$ cat src/rtl/clause_energy_evaluator_pkg.sv
// Shared defaults, derived widths and state encoding for the clause energy evaluator.
package clause_energy_evaluator_pkg;

  localparam int NUMBER_OF_INTEGER_VARIABLES   = 2;
  localparam int BIT_WIDTH_OF_INTEGER_VARIABLE = 8;
  localparam int NUMBER_OF_CLAUSE_PAIRS        = 4;

  typedef enum logic [1:0] {
    ST_IDLE  = 2'd0,
    ST_FETCH = 2'd1,
    ST_DRAIN = 2'd2,
    ST_DONE  = 2'd3
  } state_e;

  // A single-pair ROM still needs a one-bit address port.
  function automatic int addr_width(input int pairs);
    return (pairs > 1) ? $clog2(pairs) : 1;
  endfunction

  function automatic int energy_width(input int pairs);
    return $clog2(2 * pairs + 1);
  endfunction

endpackage

$ cat src/rtl/clause_energy_evaluator_checker.sv
// Evaluates two linear clauses against an assignment and registers the satisfied flags.
// Field i (i < N) is the coefficient of y(i+1); field N is the constant term c0.
// A clause is satisfied when c0 + sum(c_i * y_i) <= 0.
module clause_energy_evaluator_checker #(
  parameter int N = 2,
  parameter int W = 8
) (
  input  logic                 clk_i,
  input  logic                 reset_i,
  input  logic                 enable_i,
  input  logic                 valid_i,
  input  logic [(N+1)*W-1:0]   clause1_i,
  input  logic [(N+1)*W-1:0]   clause2_i,
  input  logic [N*W-1:0]       assignment_i,
  output logic                 sat1_o,
  output logic                 sat2_o,
  output logic                 valid_o
);

  localparam int SW = 2 * W + $clog2(N + 1) + 1;

  logic sat1_q, sat2_q, valid_q;
  logic sat1_d, sat2_d, valid_d;

  function automatic logic clause_sat(input logic [(N+1)*W-1:0] c,
                                      input logic [N*W-1:0]     y);
    logic signed [SW-1:0] acc;
    acc = SW'(signed'(c[N*W +: W]));
    for (int i = 0; i < N; i++) begin
      acc = acc + SW'(signed'(c[i*W +: W])) * SW'(signed'(y[i*W +: W]));
    end
    return (acc == '0) || acc[SW-1];
  endfunction

  always_comb begin
    sat1_d  = sat1_q;
    sat2_d  = sat2_q;
    valid_d = valid_q;
    if (enable_i) begin
      sat1_d  = clause_sat(clause1_i, assignment_i);
      sat2_d  = clause_sat(clause2_i, assignment_i);
      valid_d = valid_i;
    end
  end

  always_ff @(posedge clk_i) begin
    if (reset_i) begin
      sat1_q  <= 1'b0;
      sat2_q  <= 1'b0;
      valid_q <= 1'b0;
    end else begin
      sat1_q  <= sat1_d;
      sat2_q  <= sat2_d;
      valid_q <= valid_d;
    end
  end

  assign sat1_o  = sat1_q;
  assign sat2_o  = sat2_q;
  assign valid_o = valid_q;

endmodule

$ cat src/rtl/clause_energy_evaluator.sv
// Walks the clause ROM one pair per cycle and counts violated clauses (MCMC energy).
// state | meaning: IDLE wait start | FETCH issue addr 0..P-1 | DRAIN finish pipeline | DONE pulse
module clause_energy_evaluator
  import clause_energy_evaluator_pkg::*;
#(
  parameter int NUMBER_OF_INTEGER_VARIABLES   = clause_energy_evaluator_pkg::NUMBER_OF_INTEGER_VARIABLES,
  parameter int BIT_WIDTH_OF_INTEGER_VARIABLE = clause_energy_evaluator_pkg::BIT_WIDTH_OF_INTEGER_VARIABLE,
  parameter int NUMBER_OF_CLAUSE_PAIRS        = clause_energy_evaluator_pkg::NUMBER_OF_CLAUSE_PAIRS,
  parameter int ADDR_WIDTH                    = addr_width(NUMBER_OF_CLAUSE_PAIRS),
  parameter int ENERGY_WIDTH                  = energy_width(NUMBER_OF_CLAUSE_PAIRS)
) (
  input  logic                                                            in_clk,
  input  logic                                                            in_reset,
  input  logic                                                            in_enable,
  input  logic                                                            in_start,
  input  logic [NUMBER_OF_INTEGER_VARIABLES*BIT_WIDTH_OF_INTEGER_VARIABLE-1:0]     in_current_assignment,
  output logic [ADDR_WIDTH-1:0]                                           out_rom_addr,
  output logic                                                            out_rom_en,
  input  logic [(NUMBER_OF_INTEGER_VARIABLES+1)*BIT_WIDTH_OF_INTEGER_VARIABLE-1:0] in_coefficients_clause1,
  input  logic [(NUMBER_OF_INTEGER_VARIABLES+1)*BIT_WIDTH_OF_INTEGER_VARIABLE-1:0] in_coefficients_clause2,
  output logic                                                            out_busy,
  output logic                                                            out_done,
  output logic [ENERGY_WIDTH-1:0]                                         out_energy,
  output logic                                                            out_all_satisfied
);

  localparam int N  = NUMBER_OF_INTEGER_VARIABLES;
  localparam int W  = BIT_WIDTH_OF_INTEGER_VARIABLE;
  localparam int EW = ENERGY_WIDTH;
  localparam logic [ADDR_WIDTH-1:0] LAST_ADDR = ADDR_WIDTH'(NUMBER_OF_CLAUSE_PAIRS - 1);

  state_e                state_q, state_d;
  logic [ADDR_WIDTH-1:0] addr_q, addr_d;
  logic [N*W-1:0]        assign_q, assign_d;
  logic                  rd_valid_q, rd_valid_d;
  logic [EW-1:0]         energy_q, energy_d;
  logic                  all_sat_q, all_sat_d;
  logic                  rom_en, done;
  logic                  sat1, sat2, flag_valid;

  clause_energy_evaluator_checker #(.N(N), .W(W)) u_checker (
    .clk_i        (in_clk),
    .reset_i      (in_reset),
    .enable_i     (in_enable),
    .valid_i      (rd_valid_q),
    .clause1_i    (in_coefficients_clause1),
    .clause2_i    (in_coefficients_clause2),
    .assignment_i (assign_q),
    .sat1_o       (sat1),
    .sat2_o       (sat2),
    .valid_o      (flag_valid)
  );

  always_comb begin
    state_d    = state_q;
    addr_d     = addr_q;
    assign_d   = assign_q;
    rd_valid_d = rd_valid_q;
    energy_d   = energy_q;
    all_sat_d  = all_sat_q;
    rom_en     = 1'b0;
    done       = 1'b0;
    if (in_enable) begin
      rd_valid_d = 1'b0;
      if (flag_valid) begin
        energy_d = energy_q + EW'(~sat1) + EW'(~sat2);
      end
      unique case (state_q)
        ST_IDLE: begin
          if (in_start) begin
            state_d   = ST_FETCH;
            addr_d    = '0;
            assign_d  = in_current_assignment;
            energy_d  = '0;
            all_sat_d = 1'b0;
          end
        end
        ST_FETCH: begin
          rom_en     = 1'b1;
          rd_valid_d = 1'b1;
          if (addr_q == LAST_ADDR) state_d = ST_DRAIN;
          else                     addr_d  = addr_q + 1'b1;
        end
        ST_DRAIN: begin
          // Last pair is being accumulated once no ROM read is still in flight.
          if (flag_valid && !rd_valid_q) begin
            state_d   = ST_DONE;
            all_sat_d = (energy_d == '0);
          end
        end
        ST_DONE: begin
          done    = 1'b1;
          state_d = ST_IDLE;
        end
        default: state_d = ST_IDLE;
      endcase
    end
  end

  always_ff @(posedge in_clk) begin
    if (in_reset) begin
      state_q    <= ST_IDLE;
      addr_q     <= '0;
      assign_q   <= '0;
      rd_valid_q <= 1'b0;
      energy_q   <= '0;
      all_sat_q  <= 1'b0;
    end else begin
      state_q    <= state_d;
      addr_q     <= addr_d;
      assign_q   <= assign_d;
      rd_valid_q <= rd_valid_d;
      energy_q   <= energy_d;
      all_sat_q  <= all_sat_d;
    end
  end

  assign out_rom_addr      = addr_q;
  assign out_rom_en        = rom_en;
  assign out_busy          = (state_q != ST_IDLE);
  assign out_done          = done;
  assign out_energy        = energy_q;
  assign out_all_satisfied = all_sat_q;

endmodule

$ cat config.mk
export PLATFORM = sky130hd
export DESIGN_NAME = clause_energy_evaluator
export DESIGN_NICKNAME = d
export VERILOG_FILES = /design/src/rtl/clause_energy_evaluator_pkg.sv /design/src/rtl/clause_energy_evaluator_checker.sv /design/src/rtl/clause_energy_evaluator.sv
export SDC_FILE = /design/constraint.sdc
export NUM_CORES = 1
export LEC_CHECK = 0
export CORE_ASPECT_RATIO = 0.8
export CORE_MARGIN = 2
export CORE_UTILIZATION = 60
export DETAILED_ROUTE_END_ITERATION = 8
export PLACE_DENSITY = 0.85
export RECOVER_POWER = 50
export SYNTH_ARGS = -nofsm -noshare
export SYNTH_HDL_FRONTEND = slang
export SYNTH_HIERARCHICAL = 1
export SYNTH_SLANG_ARGS = --single-unit
export TNS_END_PERCENT = 5
$ cat constraint.sdc
create_clock -name in_clk -period 7.5 [get_ports in_clk]
set_clock_uncertainty 0.15 [all_clocks]
set_input_delay 0.75 -clock in_clk [delete_from_list [all_inputs] [get_ports in_clk]]
set_output_delay 0.75 -clock in_clk [all_outputs]
set_load 0.02 [all_outputs]
=== Word level (Yosys, flattened, before mapping) ===
Index checks and enable logic that the tools add are counted.

* $add $sub $neg: 7
* $mul: 4
* Equality and inequality tests: 8
* Multiplexer cells: 18
* Bitwise gates (word level): 2
* Reductions and logical operators: 15

{| class="wikitable"
|+ Operator list
! kind !! number
|-
| $mul A8 B8 Y16 || 4
|-
| $add A19 B19 Y19 || 2
|-
| $logic_not A19 Y1 || 2
|-
| $add A8 B16 Y17 || 2
|-
| $mux W4 || 4
|-
| $reduce_and A4 Y1 || 3
|-
| $mux W2 || 5
|-
| $add A4 B4 Y4 || 2
|-
| $ne A2 B2 Y1 const B || 4
|-
| $not A1 Y4 || 2
|-
| $pmux W2 S4 || 1
|-
| $eq A2 B2 Y1 const B || 3
|-
| $mux W1 || 6
|-
| $reduce_bool A2 Y1 || 3
|-
| $logic_not A4 Y1 || 1
|-
| $pmux W2 S2 || 1
|-
| $reduce_and A3 Y1 || 1
|-
| $add A2 B1 Y2 const B || 1
|-
| $eq A2 B1 Y1 const B || 1
|-
| $logic_not A2 Y1 || 1
|-
| $logic_or A1 B1 Y1 || 2
|-
| $pmux W1 S2 || 1
|-
| $logic_and A1 B1 Y1 || 1
|-
| $logic_not A1 Y1 || 1
|}

* Bits in registers: 29
* Bits of input ports: 68
* Output and inout bits: 10
* Logic and storage cells: 63

=== Longest topological paths before layout ===
* Word-level depth: 8
* Depth in mapped cells: 22
* Gate-level depth less buffers: 20

=== Cells and area by module ===
Netlist, hierarchy kept.

{| class="wikitable"
|+ Modules (own cells, without submodules)
! module !! instances !! cells an instance !! area an instance (µm²) !! sequential area each (µm²)
|-
| clause_energy_evaluator_checker || 1 || 1,304 || 12,305.6 || 60.1
|-
| clause_energy_evaluator || 1 || 146 || 1,197.4 || 520.5
|}

=== Worst setup path after synthesis ===
Ideal clock, no wire load.

* Path type: input-to-reg
* Start point: in in_coefficients_clause1[15]
* End point: reg u_checker.sat1_q, in the netlist u_checker/sat1_o
* Setup time: 0.084 ns
* Arrival time: 6.198 ns
* Required time: 7.266 ns
* Slack: 1.067 ns
* Cell stages on the path: 19
* Path buffers: 2
* Cells stage by stage: buf_1 -> nand2_1 -> fa_1 -> inv_1 -> fa_1 -> inv_1 -> fa_1 -> fa_1 -> fa_1 -> inv_1 -> fa_1 -> ha_1 -> buf_6 -> a21o_1 -> a211o_1 -> a2111oi_4 -> nor4_1 -> or4_1 -> o31ai_2

* Word-level cells in the longest chain between the ends: 4

{| class="wikitable"
|+ Ends and longest elaborated chain
! item !! line !! RTL
|-
| start, declared || clause_energy_evaluator.sv:19 || <nowiki>input logic [(NUMBER_OF_INTEGER_VARIABLES+1)*BIT_WIDTH_OF_INTEGER_VARIABLE-1:0] in_coefficients_clause1,</nowiki>
|-
| $mul A8 B8 Y16 (*) || clause_energy_evaluator_checker.sv:30 || <nowiki>acc = acc + SW'(signed'(c[i*W +: W])) * SW'(signed'(y[i*W +: W]));</nowiki>
|-
| $add A19 B19 Y19 (*) || clause_energy_evaluator_checker.sv:30 ||
|-
| $logic_not A19 Y1 || clause_energy_evaluator_checker.sv:32 || <nowiki>return (acc == '0) || acc[SW-1];</nowiki>
|-
| $logic_or A1 B1 Y1 (*) || clause_energy_evaluator_checker.sv:32 ||
|-
| end signal, assigned || clause_energy_evaluator_checker.sv:52 || <nowiki>sat1_q <= sat1_d;</nowiki>
|-
| end, declared || clause_energy_evaluator_checker.sv:22 || <nowiki>logic sat1_q, sat2_q, valid_q;</nowiki>
|}

Every way passes the cells marked *; elsewhere a longest branch is shown, timed or not.
A chain may end at the register's enable or synchronous reset.

=== Worst setup path in the final report ===
Same ends and word-level chain as after synthesis.

==> flow_summary.yaml <==
logic_synthesis:
  netlist_instances: 1450
  ys_ff_latch: 29
  syn_area_um2: 13500
  synth_nets: 1975
  async_flop_share: 0
  synth_cell_types: 65
  yosys.area_share.simple: 0.151
  ys_seq_area_frac: 0.0430
  synth_top_family_by_area: "adder cells"
  synth_xor_area_frac: 0.0208
  synth_ff_type: "dfxtp_1"
  synth-edff-count: 0
  synthMuxAreaShare: 0.00454
  avgSynthCellArea_um2: 9.31
  synth_adder_area_share: 0.601
  synth_warnings: 6
  synth_compound_area_frac: 0.0689
sta:
  finalSetupViolations: 0
  fin_crit_sh: 0.923
  rsz0062_at_grt: "false"
  finalHoldViolCount: 0
  worst_slack_ns: 0.581
  fin_crit_ns: 6.92
  maxSlewHeadroom: 0.337
  clock.fmax_mhz: 145
  slew_viol_final: 0
  final.setup.tns_ns: 0
  tightest_slew_ns: 0.969
layout:
  mostFrequentLayoutCell: "inv_1"
  insertedDiodeCount: 0
  layout-drive-gt1-share: 0.0178
  n_fill_cell: 1748
  nets: 2038
  final_cell_mix: "inv_1, fa_1, and2_1, ha_1, nand2_1"
  area_delta_synth_final_pct: 9.24
clocking:
  cts_tree: "done"
  cts_resized: 0
  cts_buffer_depth: 2
  cts_sinks: 29
  cts_setup_buffers: 0
  clk_pin_slew_worst_paths_ns: 0.06
  ctsHoldBuffers: 0
  clock_latency_ns: 0.30
  cts_max_level: 2
  numCtsBuffers: 5
  clockRootBuffer: "clkbuf_16"
placement:
  gp_congestion: 0.935
  hpwl_mm: 27.5
  place_ws_ns: 0.309
  port_buffers: 77
setup_path:
  worstPathMaxFanout: 9
  cp-end-kind: "flop"
  arrival_ns: 6.99
  reg2regPathDepth: 17
  path_class: "input pin to flop"
  required_ns: 7.57
  cp-start-kind: "input pin"
route:
  top_layer_used: "met5"
  antenna_left: 0
  dr.pass1.iters: 6
  wl_per_cell_um: 17.9
  wl_met2_mm: 15.1
  post_drt_via_cell_ratio: 5.59
  vias: 10200
  met1Wirelength_mm: 13.6
  drc: 0
  drtIter0Drc: 807
  dr_wl_met3_mm: 3.22
  drt-total-wl_mm: 32.6
floorplan:
  fp.dieW_um: 172
  fp.dieH_um: 138
  dieArea_um2: 23700
  fp-row-count: 49
  initial_utilization: 0.607
  ios: 78
  core_um2: 22300
grt:
  grt_remaining_overflow: 0
  grt_pass1_vias: 11100
  grt_max_degree: 34
  grt_pass1_wl_mm: 54.3
  track_usage: 0.295
  grt_antenna_before_repair: 1
hold_path:
  hold_class: "flop to flop"
  holdPathStages: 2
pwr:
  cellPowerDensity_nw_per_um2: 210
  ir_drop_uv: 207
  leakage_nw: 6.64
run_status:
  status: "finished, final reports clean"
run:
  maxCapViolations: 0
area by class of cell:
class                      count  area [µm²]  area share
clock buffer                   5         125     0.00848
multi-input combinational   1024       11400       0.774
timing repair buffer          85         831      0.0563
clock inverter                 2        35.0     0.00238
tap                          306         383      0.0260
inverter                     368        1380      0.0936
sequential                    29         581      0.0394
through the flow:
stage | instance area, µm² | power, W | utilization | cells | hold WS [ns]
2_1_floorplan | 13500 | 0.00219 | - | 1450 | 0.290
3_3_place_gp | 14600 | 0.00271 | 0.656 | 1812 | 0.297
3_5_place_dp | 14600 | 0.00279 | 0.656 | 1812 | 0.310
4_1_cts | 14800 | 0.00305 | 0.663 | 1819 | 0.318
5_1_grt | 14800 | 0.00343 | 0.663 | 1819 | 0.339
6_report | 14800 | 0.00309 | 0.663 | 1819 | 0.315
layer usage:
layer	vias to the layer above	track usage
li1	4499	-
met1	5177	0.417
met2	433	0.458
met3	64	0.0842
met4	2	0.0616
met5	-	0
kinds of logic (layout without fill, tap and decap cells):
| logic type | after synthesis | count (layout) |
|---|---|---|
| fa+ha+maj | 457 | 457 |
| buf+inv | 397 | 460 |
| simple gates | 390 | 390 |
| compound gates | 139 | 139 |
| xor+xnor | 32 | 32 |
| flops | 29 | 29 |
| mux | 6 | 6 |
synth_stat cells (all sizes together) (4+ instances only):
| library cell | instances | share of area |
|---|---|---|
| a211oi | 9 | 0.0057 |
| nor3 | 9 | 0.0033 |
| nor2 | 46 | 0.013 |
| xor2 | 7 | 0.0045 |
| fa | 319 | 0.47 |
| a2111oi | 4 | 0.0044 |
| o21ai | 20 | 0.0077 |
| buf | 6 | 0.0025 |
| nand2b | 13 | 0.0060 |
| nor2b | 5 | 0.0029 |
| a21oi | 53 | 0.020 |
| xnor2 | 25 | 0.016 |
| o2111ai | 6 | 0.0039 |
| and2 | 158 | 0.073 |
| and3 | 7 | 0.0032 |
| o21a | 5 | 0.0028 |
| mux2i | 5 | 0.0037 |
| dfxtp | 29 | 0.043 |
| inv | 366 | 0.10 |
| a31oi | 5 | 0.0023 |
| nand3 | 8 | 0.0030 |
| nand2 | 120 | 0.033 |
| or2 | 5 | 0.0023 |
| ha | 138 | 0.13 |
| a21o | 10 | 0.0056 |
| clkbuf | 23 | 0.0064 |
report_power, final:
group	switching (W)	internal (W)	total (W)
combinational	0.00157	0.00108	0.00265
sequential	0.0000317	0.000165	0.000197
clock	0.0000895	0.000155	0.000244
sequential cells by signal (all words and copies together) (netlist names):
signal	cells
u_checker/sat2_o	1
rd_valid_q	1
out_energy	4
u_checker/sat1_o	1
u_checker/valid_o	1
state_q	2
assign_q	16
out_rom_addr	2
out_all_satisfied	1
final timing paths:
check / slack (ns) / endpoint / startpoint
max: 0.58 / u_checker/sat1_o / in_coefficients_clause1[15]
min: 0.31 / assign_q[15] / assign_q[15]
max reg2reg: 0.70 / u_checker/sat1_o / assign_q[7]
min reg2reg: 0.31 / assign_q[15] / assign_q[15]
worst max-delay path, cell delays in order:
cell and delay [ns]:
clkdlybuf4s50_1 0.63, nand2_1 0.17, fa_1 0.60, inv_1 0.14, fa_1 0.50, inv_1 0.06
fa_1 0.48, fa_1 0.51, fa_1 0.49, inv_1 0.06, fa_1 0.44, ha_1 0.39
a21o_1 0.21, a211o_1 0.34, a2111oi_4 0.38, nor4_1 0.11, or4_1 0.57, o31ai_2 0.18
No activity file was read; power rests on OpenSTA's default activity.
